`config.mk`:
```
export PLATFORM = sky130hd
export DESIGN_NAME = axis_dac_prbs_burst
export DESIGN_NICKNAME = d
export VERILOG_FILES = /design/src/rtl/axis_dac_prbs_burst.sv
export SDC_FILE = /design/constraint.sdc
export NUM_CORES = 1
export LEC_CHECK = 0
export ABC_AREA = 0
export ABC_CLOCK_PERIOD_IN_PS = 7400
export BUFFER_PORTS_ARGS = -buffer_cell sky130_fd_sc_hd__clkbuf_2
export CAP_MARGIN = 10
export CORE_UTILIZATION = 35
export DETAILED_ROUTE_END_ITERATION = 8
export PLACE_DENSITY = 0.55
export SLEW_MARGIN = 10
export SYNTH_ARGS = -nofsm -noshare
export SYNTH_HDL_FRONTEND = slang
export SYNTH_SLANG_ARGS = --single-unit
```
`constraint.sdc`:
```
create_clock -name aclk -period 7.4 [get_ports aclk]
set_input_delay 0.37 -clock aclk [delete_from_list [all_inputs] [get_ports aclk]]
set_output_delay 0.37 -clock aclk [all_outputs]
set_load 0.02 [all_outputs]
```
`src/rtl/axis_dac_prbs_burst.sv`:
```
// Multi-channel DAC sample generator: AXIS passthrough, PRBS BPSK,
// burst marker or mid-scale per channel, with a burst/gap sequencer.
module axis_dac_prbs_burst #(
  parameter int DAC_DATA_WIDTH   = 14,
  parameter int CHANNELS         = 2,
  parameter int AXIS_TDATA_WIDTH = 32,
  parameter int LFSR_WIDTH       = 16
) (
  input  logic                               aclk,
  input  logic                               aresetn,
  input  logic [AXIS_TDATA_WIDTH-1:0]        s_axis_tdata,
  input  logic                               s_axis_tvalid,
  output logic                               s_axis_tready,
  input  logic [2*CHANNELS-1:0]              cfg_mode,
  input  logic [DAC_DATA_WIDTH-2:0]          cfg_amp,
  input  logic [7:0]                         cfg_div,
  input  logic [15:0]                        cfg_burst_len,
  input  logic [15:0]                        cfg_gap_len,
  input  logic [LFSR_WIDTH-1:0]              cfg_seed,
  input  logic [LFSR_WIDTH-1:0]              cfg_taps,
  input  logic                               cfg_start,
  input  logic                               cfg_stop,
  output logic [CHANNELS*DAC_DATA_WIDTH-1:0] dac_dat_o,
  output logic                               tx_flag_o,
  output logic                               busy_o
);

  localparam int W = DAC_DATA_WIDTH;
  localparam logic [W-1:0] MID = {1'b0, {(W-1){1'b1}}};

  typedef enum logic [1:0] {
    S_IDLE,
    S_PAYLOAD,
    S_GAP
  } state_t;

  state_t                  state;
  logic [LFSR_WIDTH-1:0]   lfsr;
  logic [LFSR_WIDTH-1:0]   seed_l;
  logic [LFSR_WIDTH-1:0]   taps_l;
  logic [7:0]              div_l;
  logic [7:0]              div_cnt;
  logic [15:0]             burst_l;
  logic [15:0]             gap_l;
  logic [15:0]             chip_cnt;
  logic [15:0]             gap_cnt;

  logic                    strobe;
  logic                    last_chip;
  logic                    gap_done;
  logic                    fb;
  logic [LFSR_WIDTH-1:0]   start_seed;
  logic [W-1:0]            pos_a;
  logic [W-1:0]            neg_a;
  logic [W-1:0]            code_pos;
  logic [W-1:0]            code_neg;
  logic [CHANNELS*W-1:0]   dac_nxt;
  logic                    unused_ok;

  function automatic logic [W-1:0] to_code(input logic [W-1:0] s);
    return {s[W-1], ~s[W-2:0]};
  endfunction

  assign s_axis_tready = 1'b1;
  assign unused_ok     = ^s_axis_tdata;

  assign strobe    = (div_cnt == div_l);
  assign last_chip = (burst_l != 16'd0) &&
                     (chip_cnt == burst_l - 16'd1);
  assign gap_done  = (gap_cnt == gap_l - 16'd1);
  assign fb        = ^(lfsr & taps_l);

  // An all-zero LFSR never leaves zero, so load all-ones instead.
  assign start_seed = (cfg_seed == '0) ? '1 : cfg_seed;

  assign pos_a    = {1'b0, cfg_amp};
  assign neg_a    = -pos_a;
  assign code_pos = to_code(pos_a);
  assign code_neg = to_code(neg_a);

  always_comb begin
    dac_nxt = '0;
    for (int k = 0; k < CHANNELS; k++) begin
      case (cfg_mode[2*k +: 2])
        2'b00:
          dac_nxt[k*W +: W] = s_axis_tvalid ?
            to_code(s_axis_tdata[16*k +: W]) : MID;
        2'b01:
          dac_nxt[k*W +: W] = (state != S_PAYLOAD) ? MID :
            (lfsr[LFSR_WIDTH-1] ? code_pos : code_neg);
        2'b10:
          dac_nxt[k*W +: W] = (state == S_PAYLOAD) ?
            code_pos : code_neg;
        default:
          dac_nxt[k*W +: W] = MID;
      endcase
    end
  end

  always_ff @(posedge aclk) begin
    if (!aresetn) begin
      state     <= S_IDLE;
      lfsr      <= '1;
      seed_l    <= '1;
      taps_l    <= '0;
      div_l     <= '0;
      div_cnt   <= '0;
      burst_l   <= '0;
      gap_l     <= '0;
      chip_cnt  <= '0;
      gap_cnt   <= '0;
      tx_flag_o <= 1'b0;
      busy_o    <= 1'b0;
      dac_dat_o <= {CHANNELS{MID}};
    end else begin
      tx_flag_o <= (state == S_PAYLOAD);
      busy_o    <= (state != S_IDLE);
      dac_dat_o <= dac_nxt;
      if (cfg_stop) begin
        state <= S_IDLE;
      end else begin
        unique case (state)
          S_IDLE: begin
            if (cfg_start) begin
              div_l    <= cfg_div;
              burst_l  <= cfg_burst_len;
              gap_l    <= cfg_gap_len;
              taps_l   <= cfg_taps;
              seed_l   <= start_seed;
              lfsr     <= start_seed;
              div_cnt  <= '0;
              chip_cnt <= '0;
              state    <= S_PAYLOAD;
            end
          end
          S_PAYLOAD: begin
            if (strobe) begin
              div_cnt  <= '0;
              chip_cnt <= chip_cnt + 16'd1;
              lfsr     <= {lfsr[LFSR_WIDTH-2:0], fb};
              if (last_chip) begin
                if (gap_l == 16'd0) begin
                  lfsr     <= seed_l;
                  chip_cnt <= '0;
                end else begin
                  gap_cnt <= '0;
                  state   <= S_GAP;
                end
              end
            end else begin
              div_cnt <= div_cnt + 8'd1;
            end
          end
          S_GAP: begin
            if (gap_done) begin
              lfsr     <= seed_l;
              div_cnt  <= '0;
              chip_cnt <= '0;
              state    <= S_PAYLOAD;
            end else begin
              gap_cnt <= gap_cnt + 16'd1;
            end
          end
          default: state <= S_IDLE;
        endcase
      end
    end
  end

endmodule

```
==> run metrics, run 1 <==
DRT antenna net count 0; RSZ-0062 raised after global routing false; CTS tree built; first-pass GRT wire length 43,900 microns; final setup TNS 0 ns; max_cap viols 0; layout cells sized above 1 16.1%; CTS sink count 160; Die X 164 microns; CP max stage delay 0.69 ns; PortBufs 151; status finished, final reports clean; crit-path cells inv_1 > ha_1 > nor3b_1 > xnor2_1 > o2111ai_1 > or4b_1 > nor4_1 > a21oi_1 > or4_1 > a21oi_1; Final Cycle Share 56.0%; Hold Buf Count CTS 0; worst reg-to-reg setup slack 3.25 ns; Starting Density 36.0%; Clock Pin Slew Worst Setup and Hold Paths 0.07 ns; most used cell, CP a21oi_1; Post-Syn Nets 1,341; CTS max path bufs 2; crit-path leading delay family simple AND/OR/NAND/NOR gates; fin area 10,700 sq um; Critical Path AT 4.50 ns; Max FO, Critical Path 14; remaining routing DRC violations 0; asr flop ratio synth 0%; Yosys Warn Count 0; Post-CTS Resized 0; Critical path buffers and inverters 1; Worst Max-Slew Pin Slew 1.13 ns; Die ar. 26,900 sq um; Final nets 1,436; row count 58; critical path class flop to flop; syn avg cell area 7.63 sq um; Distinct cells, synth 67; CTS H-tree depth 4; TritonRoute pass-1 iters 5; ys flop type dfxtp_1; Post-synth top cells 222 x nand2_1, 160 x dfxtp_1, 94 x a21oi_1, 77 x clkbuf_1, 59 x nor2_1; Final Hold Viols 0; clk root buf clkbuf_16; I/O pins 157; count leader, synth nand2_1; register area share after synthesis 34.9%; largest net degree at the start of global routing 88; Crit-path slowest cell nor4_1; final setup violation count 0; Leak 3.93 nW; crit end category flop; TritonCTS buffer count 17; gr ovfl total 0; Seq cells post-synth 160; gpl congestion 0.842; All-Layer GR Usage 20.4%; Final Skew 0.0140 ns; fin util 42.1%; max-slew violations 0; core footprint 25,500 sq um; HP Class primary input to flop; worst skew pair latency 0.43 ns; top cells by area, synth dfxtp_1 35%, nand2_1 9.1%, a21oi_1 5.1%; final wirelength 27,300 microns; cell area after placement 10,100 sq um; via count 9,128; vias in the first global route 8,387; Post-CTS Setup Inserts 0; share of the synthesized area in the top cell type 34.9%; Max VDD drop 137 uV; Period minus WS final 4.15 ns; vias per cell 5.56; Post-Synthesis Cells 1,203; cell taking the most area after synthesis dfxtp_1; Critical Path RT 7.75 ns; Post-synth EDFFs 0; Detail Placement HPWL 18,600 microns; routed len/inst 16.7 microns; Post-Syn Area 9180 sq um; Worst slew margin 24.2%; Layout area overhead 16.8%; Die Span Y 164 microns; f_max 241 MHz; number of antenna violations at the first check in global routing 0; initial drt markers 822; Worst setup SP type flop; Pwr Density 205 nW/um^2
-- path summary, 6_finish.rpt --
path                              startpoint         end  depth (start not counted)
worst min register to register     taps_l[0]   taps_l[0]                          2
worst max-delay path                gap_l[0]  div_cnt[7]                         10
worst max register to register      gap_l[0]  div_cnt[7]                         10
worst min-delay path            cfg_taps[10]  taps_l[10]                          3
-- flip-flops by register name (all words and copies together) (netlist names) --
signal and flops:
burst_l 16, busy_o 1, chip_cnt 16, dac_dat_o 28
div_cnt 8, div_l 8, gap_cnt 16, gap_l 16
lfsr 16, seed_l 16, state 2, taps_l 16
tx_flag_o 1
-- cell usage in the layout (no fill, tap or decap), types with 12 or more instances in the layout --
cell | Yosys | layout
o31ai_1 | 21 | 21
buf_4 | 1 | 12
nor4_1 | 32 | 31
clkbuf_16 | 0 | 17
o211a_1 | 15 | 15
a211oi_1 | 24 | 24
nand3_1 | 24 | 24
or3_1 | 23 | 23
and3_1 | 13 | 13
nor3_1 | 50 | 50
nand2_1 | 222 | 222
clkbuf_2 | 0 | 151
xnor2_1 | 49 | 49
nand4_1 | 25 | 25
a21oi_1 | 94 | 94
o21ai_0 | 37 | 37
xor2_1 | 29 | 29
o22ai_1 | 35 | 35
and2_1 | 12 | 12
dfxtp_1 | 160 | 160
a22oi_1 | 25 | 25
inv_1 | 23 | 22
nor2_1 | 59 | 58
or4_1 | 22 | 22
-- power breakdown --
part	switching (mW)	leakage, nW	internal [mW]
Combinational	0.215	2.34	0.143
Sequential	0.0340	1.31	0.896
Clock	0.380	0.281	0.529
-- logic make-up (layout without fill, tap and decap cells) --
kind of cell	Yosys count	after routing	share of synthesized area, %
compound gates	302	302	21.5
xor+xnor	79	79	7.69
buf+inv	111	219	4.66
mux	11	11	1.20
other cells	1	2	0.0409
fa+ha+maj	12	12	1.64
simple gates	527	527	28.4
flops	160	160	34.9
-- layer usage --
| layer | vias up | part of all wire (%) | GRT usage, % |
|---|---|---|---|
| li1 | 4567 | - | - |
| met1 | 4277 | 49 | 28.5 |
| met2 | 258 | 45 | 32.3 |
| met3 | 26 | 4.9 | 3.21 |
| met4 | 0 | 1.5 | 5.43 |
| met5 | - | 0 | 0 |
-- layout make-up --
type / instances / area [sq um]
sequential: 160 / 3200
antenna: 1 / 2.50
inverter: 24 / 90.1
fill: 2621 / 14800
tap: 330 / 413
timing repair buffer: 163 / 846
multi-input combinational: 932 / 5560
clock buffer: 22 / 474
clock inverter: 10 / 128
-- tightest hold or removal path: cells and delay by family --
family,cells,cell delay [ns]
AO/OA/AOI/OAI,1,0.05
buffers and inverters,1,0.08
AND/OR/NAND/NOR,1,0.04
-- through the flow --
stage	total power [mW]	instances	hold WS [ns]	setup WS, ns
2_1_floorplan	1.19	1203	0.437	4.18
3_3_place_gp	1.30	1609	0.447	3.35
3_5_place_dp	1.31	1609	0.448	3.31
4_1_cts	2.22	1641	0.143	3.32
5_1_grt	2.30	1641	0.155	2.99
6_report	2.20	1642	0.158	3.25
Note: power is estimated with default switching activity, not from simulation.
==> run 2, diff against run 1 <==
--- a/config.mk
+++ b/config.mk
@@ -6,7 +6,7 @@
 export NUM_CORES = 1
 export LEC_CHECK = 0
 export ABC_AREA = 0
-export ABC_CLOCK_PERIOD_IN_PS = 7400
+export ABC_CLOCK_PERIOD_IN_PS = 4000
 export BUFFER_PORTS_ARGS = -buffer_cell sky130_fd_sc_hd__clkbuf_2
 export CAP_MARGIN = 10
 export CORE_UTILIZATION = 35
==> constraint.sdc (replaced) <==
create_clock -name aclk -period 4 [get_ports aclk]
set_input_delay 0.2 -clock aclk [delete_from_list [all_inputs] [get_ports aclk]]
set_output_delay 0.2 -clock aclk [all_outputs]
set_load 0.02 [all_outputs]
==> run metrics, run 2 (same netlist as run 1, synthesis figures left out) <==
status finished, final reports clean; gr ovfl total 0; final setup TNS 0 ns; Antenna Cells 0; number of antenna violations at the first check in global routing 0; Hold Buf Count CTS 46; met1 WL 13,300 microns; vias per cell 5.47; DRT antenna net count 0; I/O pins 157; Biggest register dac_dat_o; final setup violation count 0; max-slew violations 0; Leak 4.22 nW; Starting Density 36.0%; final std cells w/o fill 1,704; CTS sink count 160; remaining routing DRC violations 0; commonest non-fill, non-tap cell in the layout nand2_1; Worst setup SP type flop; All-Layer GR Usage 20.9%; initial drt markers 749; clk root buf clkbuf_16; largest net degree at the start of global routing 56; first-pass GRT wire length 44,900 microns; core footprint 25,500 sq um; placed cells 1,626; CTS H-tree depth 4; row count 58; Max VDD drop 252 uV; Clock Pin Slew Worst Setup and Hold Paths 0.07 ns; CTS max path bufs 2; max_cap viols 0; gpl congestion 0.844; Pwr Density 366 nW/um^2; PortBufs 151; Final Cycle Share 90.1%; TritonCTS buffer count 17; Die Span Y 164 microns; f_max 277 MHz; Critical Path AT 3.96 ns; routed len/inst 16.4 microns; Routed met2 length 12,700 microns; metal3 WL 1400 microns; Final Hold Viols 0; HP Class primary input to flop; via count 9,329; RSZ-0062 raised after global routing false; Layout area overhead 23.7%; Period minus WS final 3.60 ns; max reg flops 28; DR top layer met4; Worst slew margin 19.4%; Post-CTS Setup Inserts 0; Die X 164 microns; Max FO, Critical Path 27; Final nets 1,499; Critical Path RT 4.35 ns; worst skew pair latency 0.43 ns; Worst Max-Slew Pin Slew 1.21 ns; commonest cells after routing, fill and taps aside 222 x nand2_1, 160 x dfxtp_1, 151 x clkbuf_2; Final Skew 0.0138 ns; final wirelength 27,900 microns; critical path class flop to flop; Die ar. 26,900 sq um; crit end category flop; fill cell count 2,593; layout cells sized above 1 16.7%; CTS tree built; Detail Placement HPWL 19,300 microns; Post-CTS Resized 0; TritonRoute pass-1 iters 5; vias in the first global route 8,714
[run 2: changes by cell type in the layout (fill, tap and decap cells not counted), moves of 2 or more]
cell,change
clkbuf_1,-2
inv_8,+3
clkinvlp_4,-2
dlygate4sd3_1,+46
clkinv_4,+2
buf_4,+14
buf_12,+3
clkbuf_8,-2
[run 2: worst paths after layout]
path / end / slack (ns) / depth (start not counted) / startpoint
worst min register to register: taps_l[12] / 0.46 / 2 / taps_l[12]
worst max register to register: gap_cnt[13] / 0.40 / 12 / burst_l[0]
worst min-delay path: gap_l[4] / 0.006 / 3 / cfg_gap_len[4]
worst max-delay path: gap_cnt[13] / 0.40 / 12 / burst_l[0]
[run 2: cell type report]
| class | instances | area, sq um | area share, % |
|---|---|---|---|
| clock buffer | 18 | 439 | 3.87 |
| clock inverter | 14 | 173 | 1.52 |
| inverter | 24 | 90.1 | 0.794 |
| multi-input combinational | 932 | 5560 | 49.0 |
| sequential | 160 | 3200 | 28.2 |
| tap | 330 | 413 | 3.64 |
| timing repair buffer | 226 | 1470 | 13.0 |
[run 2: per-layer routing]
metal  vias up  track usage [%]
met4         0             5.47
met1      4373             28.6
met3        25             3.38
met2       248             33.9
li1       4683                -
met5         -                0
[run 2: per-stage QoR]
| step | hold WS [ns] | worst slack [ns] | power [mW] | util, % | cell area, sq um |
|---|---|---|---|---|---|
| after floorplan | 0.336 | 0.778 | 2.20 | - | 9180 |
| after detailed placement | 0.428 | 0.410 | 2.44 | 40.3 | 10300 |
| after CTS | 0.000157 | 0.381 | 4.20 | 44.6 | 11300 |
| final | 0.00630 | 0.396 | 4.16 | 44.6 | 11300 |
| after global placement | 0.423 | 0.506 | 2.43 | 40.3 | 10300 |
| after global routing | 0.00587 | 0.157 | 4.35 | 44.6 | 11300 |
[run 2: critical path, stage by stage, from the launching register on]
cell	delay (ns)
dfxtp_1	0.35
inv_1	0.10
ha_1	0.26
or4b_2	0.69
nor3_1	0.22
mux2i_1	0.24
o311ai_0	0.18
nor4_2	0.28
buf_12	0.22
a21boi_1	0.08
buf_4	0.22
or4_1	0.51
a21oi_1	0.17
[run 2: report_power, final]
| group | leakage (nW) | total [mW] | switching, mW | internal [mW] |
|---|---|---|---|---|
| clock | 0.295 | 1.71 | 0.752 | 0.961 |
| combinational | 2.62 | 0.723 | 0.411 | 0.312 |
| sequential | 1.31 | 1.72 | 0.0626 | 1.66 |
| total | 4.22 | 4.16 | 1.23 | 2.93 |
